**src/rtl/fetch_queue_pkg.sv**
```systemverilog
// Shared types and constants for the instruction-fetch queue.
// The entry struct describes one {pc, instr} pair as it leaves the queue toward decode.
package fetch_queue_pkg;

   localparam int FQ_ADDR_WIDTH  = 32;
   localparam int FQ_INSTR_WIDTH = 32;
   localparam logic [FQ_INSTR_WIDTH-1:0] NOP_INSTR = 32'h0000_0013;

   typedef struct packed {
      logic [FQ_ADDR_WIDTH-1:0]  pc;
      logic [FQ_INSTR_WIDTH-1:0] instr;
   } fetch_entry_t;

   // Pointer width for a power-of-two queue depth, never narrower than one bit.
   function automatic int ptr_width(input int depth);
      return (depth > 1) ? $clog2(depth) : 1;
   endfunction

endpackage

```
**src/rtl/fetch_queue_if.sv**
```systemverilog
// Handshake bundle between the program counter, instruction memory, the fetch queue and decode.
// The master modport is the fetch queue's view of the bundle; slave is the environment's view.
interface fetch_queue_if #(
   parameter int ADDR_WIDTH  = 32,
   parameter int INSTR_WIDTH = 32
);

   logic [ADDR_WIDTH-1:0]  pc_i;
   logic                   pc_advance_o;
   logic                   redirect_i;
   logic [ADDR_WIDTH-1:0]  imem_addr_o;
   logic [INSTR_WIDTH-1:0] imem_rdata_i;
   logic                   instr_valid_o;
   logic [INSTR_WIDTH-1:0] instr_o;
   logic [ADDR_WIDTH-1:0]  instr_pc_o;
   logic                   instr_ready_i;

   modport master (
      input  pc_i, redirect_i, imem_rdata_i, instr_ready_i,
      output pc_advance_o, imem_addr_o, instr_valid_o, instr_o, instr_pc_o
   );

   modport slave (
      output pc_i, redirect_i, imem_rdata_i, instr_ready_i,
      input  pc_advance_o, imem_addr_o, instr_valid_o, instr_o, instr_pc_o
   );

endinterface

```
**src/rtl/fetch_queue_fifo.sv**
```systemverilog
// Small circular buffer of fetched {pc, instr} words with push, pop and a whole-queue flush.
// The head word is read combinationally from storage; it is meaningless while count is zero.
module fetch_fifo
   import fetch_queue_pkg::*;
#(
   parameter int WIDTH = 64,
   parameter int DEPTH = 4
) (
   input  logic                           clk,
   input  logic                           rst,
   input  logic                           push,
   input  logic [WIDTH-1:0]               push_data,
   input  logic                           pop,
   input  logic                           flush,
   output logic [WIDTH-1:0]               head_data,
   output logic [ptr_width(DEPTH):0]      count
);

   localparam int PW = ptr_width(DEPTH);
   localparam int CW = PW + 1;

   logic [WIDTH-1:0] storage [DEPTH];
   logic [PW-1:0]    wr_ptr;
   logic [PW-1:0]    rd_ptr;

   // Pointers wrap naturally because DEPTH is a power of two; flush drops everything at once.
   always_ff @(posedge clk or posedge rst) begin
      if (rst) begin
         wr_ptr <= '0;
         rd_ptr <= '0;
         count  <= '0;
         for (int i = 0; i < DEPTH; i++) begin
            storage[i] <= '0;
         end
      end else if (flush) begin
         wr_ptr <= '0;
         rd_ptr <= '0;
         count  <= '0;
      end else begin
         if (push) begin
            storage[wr_ptr] <= push_data;
            wr_ptr          <= wr_ptr + 1'b1;
         end
         if (pop) begin
            rd_ptr <= rd_ptr + 1'b1;
         end
         count <= count + CW'(push) - CW'(pop);
      end
   end

   assign head_data = storage[rd_ptr];

endmodule

```
**src/rtl/fetch_queue.sv**
```systemverilog
// Fetch stage: issues the PC to a synchronous instruction memory, tags the returned word with
// its PC, and queues the pair for decode, holding the PC whenever no queue slot is free.
module fetch_queue
   import fetch_queue_pkg::*;
#(
   parameter int ADDR_WIDTH  = FQ_ADDR_WIDTH,
   parameter int INSTR_WIDTH = FQ_INSTR_WIDTH,
   parameter int DEPTH       = 4
) (
   input  logic          clk,
   input  logic          rst,
   fetch_queue_if.master bus
);

   localparam int CW = ptr_width(DEPTH) + 1;
   localparam int UW = CW + 1;
   localparam int EW = ADDR_WIDTH + INSTR_WIDTH;

   logic                  inflight;
   logic [ADDR_WIDTH-1:0] inflight_pc;
   logic [CW-1:0]         count;
   logic [UW-1:0]         used;
   logic                  issue;
   logic                  push;
   logic                  pop;
   logic [EW-1:0]         head;

   // A slot is reserved at issue time, so a word coming back from memory always has room.
   always_comb begin
      used  = UW'(count) + UW'(inflight);
      issue = !rst && !bus.redirect_i && (used < UW'(DEPTH));
      push  = inflight && !bus.redirect_i;
      pop   = bus.instr_valid_o && bus.instr_ready_i && !bus.redirect_i;
   end

   // The in-flight bit and its PC tag follow the memory's one-cycle read latency.
   always_ff @(posedge clk or posedge rst) begin
      if (rst) begin
         inflight    <= 1'b0;
         inflight_pc <= '0;
      end else begin
         inflight    <= issue;
         inflight_pc <= bus.pc_i;
      end
   end

   fetch_fifo #(
      .WIDTH (EW),
      .DEPTH (DEPTH)
   ) u_fifo (
      .clk       (clk),
      .rst       (rst),
      .push      (push),
      .push_data ({inflight_pc, bus.imem_rdata_i}),
      .pop       (pop),
      .flush     (bus.redirect_i),
      .head_data (head),
      .count     (count)
   );

   assign bus.pc_advance_o  = issue;
   assign bus.imem_addr_o   = rst ? '0 : bus.pc_i;
   assign bus.instr_valid_o = (count != '0);
   assign bus.instr_pc_o    = head[EW-1 -: ADDR_WIDTH];
   assign bus.instr_o       = head[INSTR_WIDTH-1:0];

endmodule

```
**src/flat_wrapper.sv**
```systemverilog
// flat-port wrapper written by rule: the top's interface ports become plain ports
module fetch_queue_flat import fetch_queue_pkg::*;
#(
   parameter int ADDR_WIDTH  = FQ_ADDR_WIDTH,
   parameter int INSTR_WIDTH = FQ_INSTR_WIDTH,
   parameter int DEPTH       = 4
)
  (clk, rst, bus_pc_i, bus_redirect_i, bus_imem_rdata_i, bus_instr_ready_i, bus_pc_advance_o, bus_imem_addr_o, bus_instr_valid_o, bus_instr_o, bus_instr_pc_o);
  fetch_queue_if #(.ADDR_WIDTH(ADDR_WIDTH), .INSTR_WIDTH(INSTR_WIDTH)) bus_i ();
  input  logic clk;
  input  logic rst;
  input wire logic [$bits(bus_i.pc_i)-1:0] bus_pc_i;
  input wire logic [$bits(bus_i.redirect_i)-1:0] bus_redirect_i;
  input wire logic [$bits(bus_i.imem_rdata_i)-1:0] bus_imem_rdata_i;
  input wire logic [$bits(bus_i.instr_ready_i)-1:0] bus_instr_ready_i;
  output wire logic [$bits(bus_i.pc_advance_o)-1:0] bus_pc_advance_o;
  output wire logic [$bits(bus_i.imem_addr_o)-1:0] bus_imem_addr_o;
  output wire logic [$bits(bus_i.instr_valid_o)-1:0] bus_instr_valid_o;
  output wire logic [$bits(bus_i.instr_o)-1:0] bus_instr_o;
  output wire logic [$bits(bus_i.instr_pc_o)-1:0] bus_instr_pc_o;
  assign bus_i.pc_i = bus_pc_i;
  assign bus_i.redirect_i = bus_redirect_i;
  assign bus_i.imem_rdata_i = bus_imem_rdata_i;
  assign bus_i.instr_ready_i = bus_instr_ready_i;
  assign bus_pc_advance_o = bus_i.pc_advance_o;
  assign bus_imem_addr_o = bus_i.imem_addr_o;
  assign bus_instr_valid_o = bus_i.instr_valid_o;
  assign bus_instr_o = bus_i.instr_o;
  assign bus_instr_pc_o = bus_i.instr_pc_o;
  fetch_queue #(.ADDR_WIDTH(ADDR_WIDTH), .INSTR_WIDTH(INSTR_WIDTH), .DEPTH(DEPTH)) u_core (.clk(clk), .rst(rst), .bus(bus_i));
endmodule
```
**config.mk**
```make
export PLATFORM = sky130hd
export DESIGN_NAME = fetch_queue_flat
export DESIGN_NICKNAME = d
export VERILOG_FILES = /design/src/rtl/fetch_queue_pkg.sv /design/src/rtl/fetch_queue_if.sv /design/src/rtl/fetch_queue_fifo.sv /design/src/rtl/fetch_queue.sv /design/src/flat_wrapper.sv
export SDC_FILE = /design/constraint.sdc
export NUM_CORES = 1
export LEC_CHECK = 0
export CAP_MARGIN = 20
export CORE_MARGIN = 3
export CORE_UTILIZATION = 40
export DETAILED_ROUTE_END_ITERATION = 12
export GPL_TIMING_DRIVEN = 0
export PLACE_DENSITY_LB_ADDON = 0.08
export SYNTH_ARGS = -nofsm -noshare
export SYNTH_HDL_FRONTEND = slang
export SYNTH_HIERARCHICAL = 1
export SYNTH_SLANG_ARGS = --single-unit
```
**constraint.sdc**
```tcl
create_clock -name clk -period 20.7 [get_ports clk]
set_clock_uncertainty 0.05 [all_clocks]
set_input_delay 2.07 -clock clk [delete_from_list [all_inputs] [get_ports clk]]
set_output_delay 2.07 -clock clk [all_outputs]
set_load 0.05 [all_outputs]
```
Word-level counts from Yosys, hierarchy flattened
Cells that the tools add are included.
{ "op_classes": {"addsub": 5, "magnitude_cmp": 4, "muxes": 12, "bitwise": 3, "reduce_logical": 12} }
{ "ops": {"columns": ["operator", "count"], "rows": [
  ["$bwmux 256", 1],
  ["$mux 64", 3],
  ["$bmux 64 s2", 1],
  ["$demux 64 s2", 1],
  ["$mux 32", 1],
  ["$mux 2", 4],
  ["$ge 3x3->1 const B", 2],
  ["$logic_and 1x1->1", 6],
  ["$not 2->3", 2],
  ["$add 2x1->2 const B", 2],
  ["$add 3x1->4", 1],
  ["$lt 4x3->1 const B", 1],
  ["$reduce_bool 2->1", 2],
  ["$add 3x1->3", 1],
  ["$lt 3x1->1 const B", 1],
  ["$mux 3", 1],
  ["$reduce_bool 3->1", 1],
  ["$sub 3x1->3", 1],
  ["$logic_not 1->1", 2],
  ["$reduce_and 2->1", 1],
  ["$not 1->1", 1]
]} }
{ "totals": {"reg_bits": 296, "output_inout_bits": 98, "elab_cells": 45} }

Depth between registers and ports, before layout
Gate-level depths: netlist (run 1).
{ "depth": {"word_depth": 6, "ltp_mapped": 10, "ltp_nobuf": 9} }

Modules after synthesis
Netlist (run 1), hierarchy kept.
{ "modules_own_cells": {"columns": ["mod", "instances", "cells_per_inst", "area_each_um2", "seq_area_each_um2"], "rows": [
  ["fetch_fifo", 1, 658, 12680.9, 6581.3],
  ["fetch_queue", 1, 74, 1088.5, 825.8]
]} }

Worst setup path after synthesis (run 1)
OpenSTA, ideal clock, no wires.
{ "synth_timing": {"kind": "input -> output", "from": "in rst", "to": "out bus_pc_advance_o", "arrival_time_ps": 3842, "slack_ps": 14738, "stages": 2, "path_buffers": 1, "path_cell_list": "buf_2 > nor4_1"} }
{ "synth_between": {"elab_chain_cells": 3} }
{ "synth_rtl": {"columns": ["element", "line_no", "rtl"], "rows": [
  ["start: declaration", "flat_wrapper.sv:11", "input logic rst;"],
  ["$logic_not 1->1", "fetch_queue.sv:31", "issue = !rst && !bus.redirect_i && (used < UW'(DEPTH));"],
  ["$logic_and 1x1->1 (2 in series)", "fetch_queue.sv:31", null],
  ["end: declaration", "flat_wrapper.sv:16", "output wire logic [$bits(bus_i.pc_advance_o)-1:0] bus_pc_advance_o;"]
]} }
No other way between the ends.

Worst setup path in the final report (run 1)
Ends and elaborated chain as after synthesis.

==> out/qor.txt, run 1 <==
ant diodes - 0
initial antenna violation count - 0
CP Capture Type - output pin
area grow syn2layout - 24.8%
logic gate share of total power - 0.367
cts repair resizes - 0
# DRC - 0
Worst path most repeated cell - clkdlybuf4s50_1
Vias - 7096
Required @ worst endpoint - 18.58 ns
detailed placement HPWL - 20300 um
final total power - 2110 uW
Nets - 1013
clock sink count - 296
final setup TNS - 0 ns
final worst path period need - 6.64 ns
Post-Place Worst Slack - 13.96 ns
row count - 67
dominant cell type by area after synthesis - dfrtp_1
sequential-to-total area share from yosys stat - 0.538
Worst-Margin Slew - 0.642 ns
number of cells on the critical path - 4
Slew HR - 0.572
final setup vio count - 0
Static Leak - 0.00844 uW
final instance area - 17200 um^2
Seq pwr share - 0.347
H-tree Lvls - 2
vias per inst - 5.04
Clock transition at path regs - 0.05 ns
final WL - 31200 um
Max Freq - 151 MHz
Post-CTS Hold Buffers - 0
synthesized flop and latch total - 296
R2R cell count - 9
total die area - 36700 um^2
Routed wire per std cell - 22.1 um
layout cells sized above 1 - 0.443
cell-internal power - 1400 uW
largest net degree at the start of global routing - 116
R2R setup slack - 18.35 ns
Critical Path, Cell by Cell - clkdlybuf4s50_1 > buf_2 > nor4_1 > clkdlybuf4s50_1
Post-Syn Area - 13800 um^2
P_sw - 712 uW
period utilisation layout - 0.321
global-route wire length before repair - 49600 um
Hold Vio Cnt, Final - 0
most common cell after layout, fill and taps aside - dfrtp_1
Clock Latency Late Sink - 0.51 ns
Die W - 192 um
hold path depth - 1
initial core utilization - 0.409
Worst path max stage delay - 0.92 ns
CTS Root Buffer Type - clkbuf_16
crit start category - primary input
Clk pwr share - 0.286
crit path kind - primary input to output pin
Pwr per Cell Area - 123 nW/um^2
Synth Instances - 732
Synth top area share - 0.538
CP Buf/Inv Count - 3
Inserted Clock Buffers - 36
min-delay worst type - flop to flop
most frequent cells in the layout - 296 x dfrtp_1, 233 x mux2_4, 165 x clkdlybuf4s50_1, 64 x mux4_2, 37 x clkbuf_16
CORE AREA - 33700 um^2
family with the most delay on the worst path - buffers and inverters
yosys warns - 6
CTS tree - built
Final Util - 0.510
Starting DRT DRC Count - 258
# IOs - 166
slowest cell on the critical path - clkdlybuf4s50_1
CP arrival - 4.52 ns
Peak VDD IR - 0.0735 mV
die height - 192 um
max-slew violations - 0
GRT Util Overall - 0.175
PortBufs - 165
Final WS setup - 14.06 ns
clk buf depth - 3
grt ovf - 0
vias in the first global route - 8333
RSZ-0062 raised after global routing - no
Synth area leaders - dfrtp_1 54%, mux2_4 25%, mux4_2 10%, buf_12 2.6%, mux2_2 1.9%
syn avg cell area - 18.8 um^2
crit-path max FO - 10
max cap viols - 0
Post-CTS Setup Repair Bufs - 0
Yosys cell types - 28
GPL Wtd Cong - 0.746
DP Area - 16100 um^2
Final ANT Viol Nets - 0
status - finished clean
sw frac - 0.338
drt first pass iters - 4
post-synth net total - 807
==> worst reg2reg max path: cells and delay by family, from the launching register on <==
| family | cells | cell delay (ns) |
|---|---|---|
| flops | 1 | 0.42 |
| fa+ha+maj | 3 | 0.79 |
| buf+inv | 2 | 0.11 |
| simple gates | 3 | 0.66 |
| xor+xnor | 1 | 0.21 |
==> synth_stat cells, drive strengths merged <==
cell	number
nor2	5
dfrtp	296
and3	1
nand3b	5
a21bo	1
and3b	1
mux2i	1
a21oi	1
ha	6
nor4	1
mux4	64
buf	47
mux2	256
nor2b	31
xnor2	2
inv	7
fa	1
and2b	3
or3	1
clkbuf	1
xnor3	1
==> power by group through the flow <==
stage / clock (uW) / combinational (uW) / sequential, uW
global route: 648 / 807 / 744
global placement: 0 / 772 / 731
floorplan: 0 / 563 / 720
finish: 603 / 773 / 732
CTS: 621 / 785 / 732
detailed placement: 0 / 781 / 741
==> kinds of logic (layout without fill, tap and decap cells) <==
kind of cell,count (synthesis),in the layout,synth area share
flip-flops,296,296,0.538
adder cells (fa/ha/maj),7,7,0.00691
buffers and inverters,55,284,0.0476
AO/OA/AOI/OAI,2,2,0.00109
AND/OR/NAND/NOR,48,48,0.0253
multiplexers,321,321,0.378
XOR/XNOR,3,3,0.00291
==> metrics by stage <==
step           hold WS [ns]  instances
5_1_grt               0.466       1409
4_1_cts               0.454       1409
2_1_floorplan         0.424        732
6_report              0.452       1409
3_5_place_dp          0.438       1348
3_3_place_gp          0.432       1345
==> metal layers <==
layer  share of wire  track usage  vias up  routed length, um
met1            0.45        0.242     3841              14100
met2            0.50        0.290      143              15400
met4           0.017       0.0418        0                524
li1                -            -     3072                  -
met5               0            0        -                  0
met3           0.035       0.0295       40               1100
==> path summary, 6_finish.rpt <==
path / start / endpoint
worst max-delay path: rst / bus_pc_advance_o
worst min register to register: u_core/u_fifo/storage[102] / u_core/u_fifo/storage[102]
worst min-delay path: u_core/u_fifo/storage[102] / u_core/u_fifo/storage[102]
max in group asynchronous: rst / u_core/u_fifo/storage[64]
min in group asynchronous: rst / u_core/u_fifo/storage[169]
worst max register to register: u_core/u_fifo/count[1] / u_core/u_fifo/count[2]
==> layout make-up <==
class / instances / area (um^2)
tap: 448 / 561
fill: 2785 / 16500
multi-input combinational: 381 / 5710
buffer: 48 / 629
clock inverter: 6 / 87.6
inverter: 7 / 33.8
timing repair buffer: 168 / 1730
clock buffer: 55 / 1030
sequential: 296 / 7410
==> registers in the layout, summed over array words and instances (netlist names) <==
| signal | flops |
|---|---|
| u_core/inflight | 1 |
| u_core/inflight_pc | 32 |
| u_core/u_fifo/count | 3 |
| u_core/u_fifo/rd_ptr | 2 |
| u_core/u_fifo/storage | 256 |
| u_core/u_fifo/wr_ptr | 2 |
(Power assumes the default switching activity.)
==> run 2, diff against run 1 <==
==> constraint.sdc (replaced) <==
create_clock -name clk -period 6.33 [get_ports clk]
set_clock_uncertainty 0.05 [all_clocks]
set_input_delay 0.633 -clock clk [delete_from_list [all_inputs] [get_ports clk]]
set_output_delay 0.633 -clock clk [all_outputs]
set_load 0.05 [all_outputs]
==> run 2 against run 1 <==
- combinational power increased to 3.3 times the previous value
- cell count up 0.28%
- sequential share of layout area shrank 0.18 points
- global-route usage hardly changed
- utilization rose by 0.21 points
- non-clock buffer count up 5
- hold slack improved by 0.0013 ns
- power rose to 3.3 times the previous value
- worst setup slack got worse by 11 ns
- design area is 0.42% higher
- critical path depth stayed put
- sequential power rose to 3.3 times the previous value
==> out/qor.txt, run 2 (synthesized netlist as in run 1, its figures left out) <==
total die area - 36700 um^2 (unchanged)
GRT Util Overall - 0.175 (-0.000222)
row count - 67 (unchanged)
CTS Root Buffer Type - clkbuf_16
max reg flops - 256 (unchanged)
CTS tree - built
CP arrival - 2.98 ns (-1.54 ns)
final setup TNS - 0 ns (unchanged)
Hold Vio Cnt, Final - 0 (unchanged)
max-slew violations - 0 (unchanged)
Nets - 1016 (+0.30%)
Final ANT Viol Nets - 0 (unchanged)
Pwr per Cell Area - 398 nW/um^2 (+220%)
clk buf depth - 3 (unchanged)
Static Leak - 0.00848 uW (+0.50%)
GPL Wtd Cong - 0.745 (-0.15%)
area grow syn2layout - 25.3%
grt ovf - 0 (unchanged)
initial core utilization - 0.409 (unchanged)
clock sink count - 296 (unchanged)
largest net degree at the start of global routing - 46 (-60%)
# DRC - 0 (unchanged)
Clock transition at path regs - 0.06 ns (about the same)
Starting DRT DRC Count - 285 (+10%)
final setup vio count - 0 (unchanged)
H-tree Lvls - 2 (unchanged)
largest register by flop count - u_core/u_fifo/storage
CORE AREA - 33700 um^2 (unchanged)
crit-path max FO - 10 (unchanged)
Routed wire per std cell - 22.0 um (-0.42%)
die height - 192 um (unchanged)
Required @ worst endpoint - 5.65 ns (-12.93 ns)
most common cell after layout, fill and taps aside - dfrtp_1
Die W - 192 um (unchanged)
vias in the first global route - 8201 (-1.6%)
CP Capture Type - output pin
Slew HR - 0.586 (+0.0144)
vias per inst - 4.96 (-1.4%)
detailed placement HPWL - 20800 um (+2.2%)
period utilisation layout - 0.578
# IOs - 166 (unchanged)
max cap viols - 0 (unchanged)
RSZ-0062 raised after global routing - no
min-delay worst type - flop to flop
PortBufs - 165 (unchanged)
Post-CTS Setup Repair Bufs - 0 (unchanged)
drt first pass iters - 4 (unchanged)
most frequent cells in the layout - 296 x dfrtp_1, 233 x mux2_4, 165 x clkdlybuf4s50_1, 64 x mux4_2, 37 x clkbuf_16
Peak VDD IR - 0.219 mV (+200%)
WHS - 0.453 ns (+0.00130 ns)
ant diodes - 0 (unchanged)
crit path kind - primary input to output pin
Post-CTS Hold Buffers - 0 (unchanged)
final worst path period need - 3.66 ns
Max Freq - 273 MHz
Inserted Clock Buffers - 34 (-5.6%)
cts repair resizes - 0 (unchanged)
Vias - 7014 (-1.2%)
crit start category - primary input
layout cells sized above 1 - 0.452 (+0.00853)
global-route wire length before repair - 49400 um (-0.33%)
biggest regs - u_core/u_fifo/storage: 256 flops, u_core/inflight_pc: 32 flops, u_core/u_fifo/count: 3 flops
final WL - 31100 um (-0.13%)
status - finished clean
Worst-Margin Slew - 0.619 ns (-0.0230 ns)
initial antenna violation count - 0 (unchanged)
Clock Latency Late Sink - 0.50 ns (about the same)
==> run 2: cell count changes in the layout (fill, tap and decap cells not counted), sizes merged <==
cell,delta
inv,-3
clkinv,+7
bufinv,-1
clkinvlp,+1
clkbuf,-5
buf,+5
==> run 2: final cells by class <==
cell class	count	area [um^2]
timing repair buffer	173	1820
buffer	48	629
clock buffer	50	1020
multi-input combinational	381	5710
tap	448	561
inverter	7	30.0
sequential	296	7410
clock inverter	10	78.8
fill	2776	16400
==> run 2: path summary, 6_finish.rpt <==
kind | cells past startpoint | startpoint | to | slack, ns
worst max-delay path | 4 | rst | bus_pc_advance_o | 2.67
worst min-delay path | 1 | u_core/u_fifo/storage[1] | u_core/u_fifo/storage[1] | 0.45
worst max register to register | 9 | u_core/u_fifo/count[1] | u_core/u_fifo/count[2] | 3.93
worst min register to register | 1 | u_core/u_fifo/storage[1] | u_core/u_fifo/storage[1] | 0.45
max in group asynchronous | 4 | rst | u_core/u_fifo/storage[149] | 4.42
min in group asynchronous | 2 | rst | u_core/u_fifo/storage[172] | 0.87
==> run 2: per-layer routing <==
| layer | GRT usage | routed length (um) |
|---|---|---|
| met1 | 0.235 | 13800 |
| met2 | 0.294 | 15500 |
| met3 | 0.0336 | 1250 |
| met4 | 0.0395 | 544 |
| met5 | 0 | 0 |
==> run 2: power by group <==
| part | internal [uW] | switching (uW) |
|---|---|---|
| Combinational | 1160 | 1380 |
| Sequential | 2210 | 191 |
| Clock | 1160 | 759 |
| Total | 4530 | 2330 |
==> run 2: through the flow <==
| stage | cell area (um^2) | power [uW] | cells | util | setup slack, ns |
|---|---|---|---|---|---|
| after floorplan | 13800 | 4200 | 732 | - | 2.18 |
| after global placement | 16000 | 4920 | 1345 | 0.474 | 0.199 |
| after detailed placement | 16200 | 4990 | 1353 | 0.479 | 2.56 |
| after CTS | 17300 | 6960 | 1413 | 0.512 | 2.56 |
| after global routing | 17300 | 7150 | 1413 | 0.512 | 2.46 |
| final | 17300 | 6860 | 1413 | 0.512 | 2.67 |
==> run 2: critical path, stage by stage <==
cell and delay, ns:
clkdlybuf4s50_1 0.65, buf_2 0.36, nor4_1 0.43, clkdlybuf4s50_1 0.89
==> run 3, diff against run 2 <==
==> constraint.sdc (replaced) <==
create_clock -name clk -period 3.8 [get_ports clk]
set_clock_uncertainty 0.05 [all_clocks]
set_input_delay 0.38 -clock clk [delete_from_list [all_inputs] [get_ports clk]]
set_output_delay 0.38 -clock clk [all_outputs]
set_load 0.05 [all_outputs]
==> results of run 3 <==
The final DEF is identical to that of run 2. Status: finished clean.
Among the figures that moved: setup slack after placement 2.56 ns -> 0.534 ns; setup slack after layout 2.67 ns -> 0.610 ns; hold slack 0.453 ns -> 0.285 ns; start point of the critical path rst -> u_core/u_fifo/rd_ptr[1]; end point of the critical path bus_pc_advance_o -> bus_instr_pc_o[16]; register-to-register setup slack 3.93 ns -> 1.40 ns; end point of the worst hold path u_core/u_fifo/storage[1] -> u_core/inflight_pc[20]; total power 6860 uW -> 11400 uW; worst IR drop on VDD 0.219 mV -> 0.365 mV
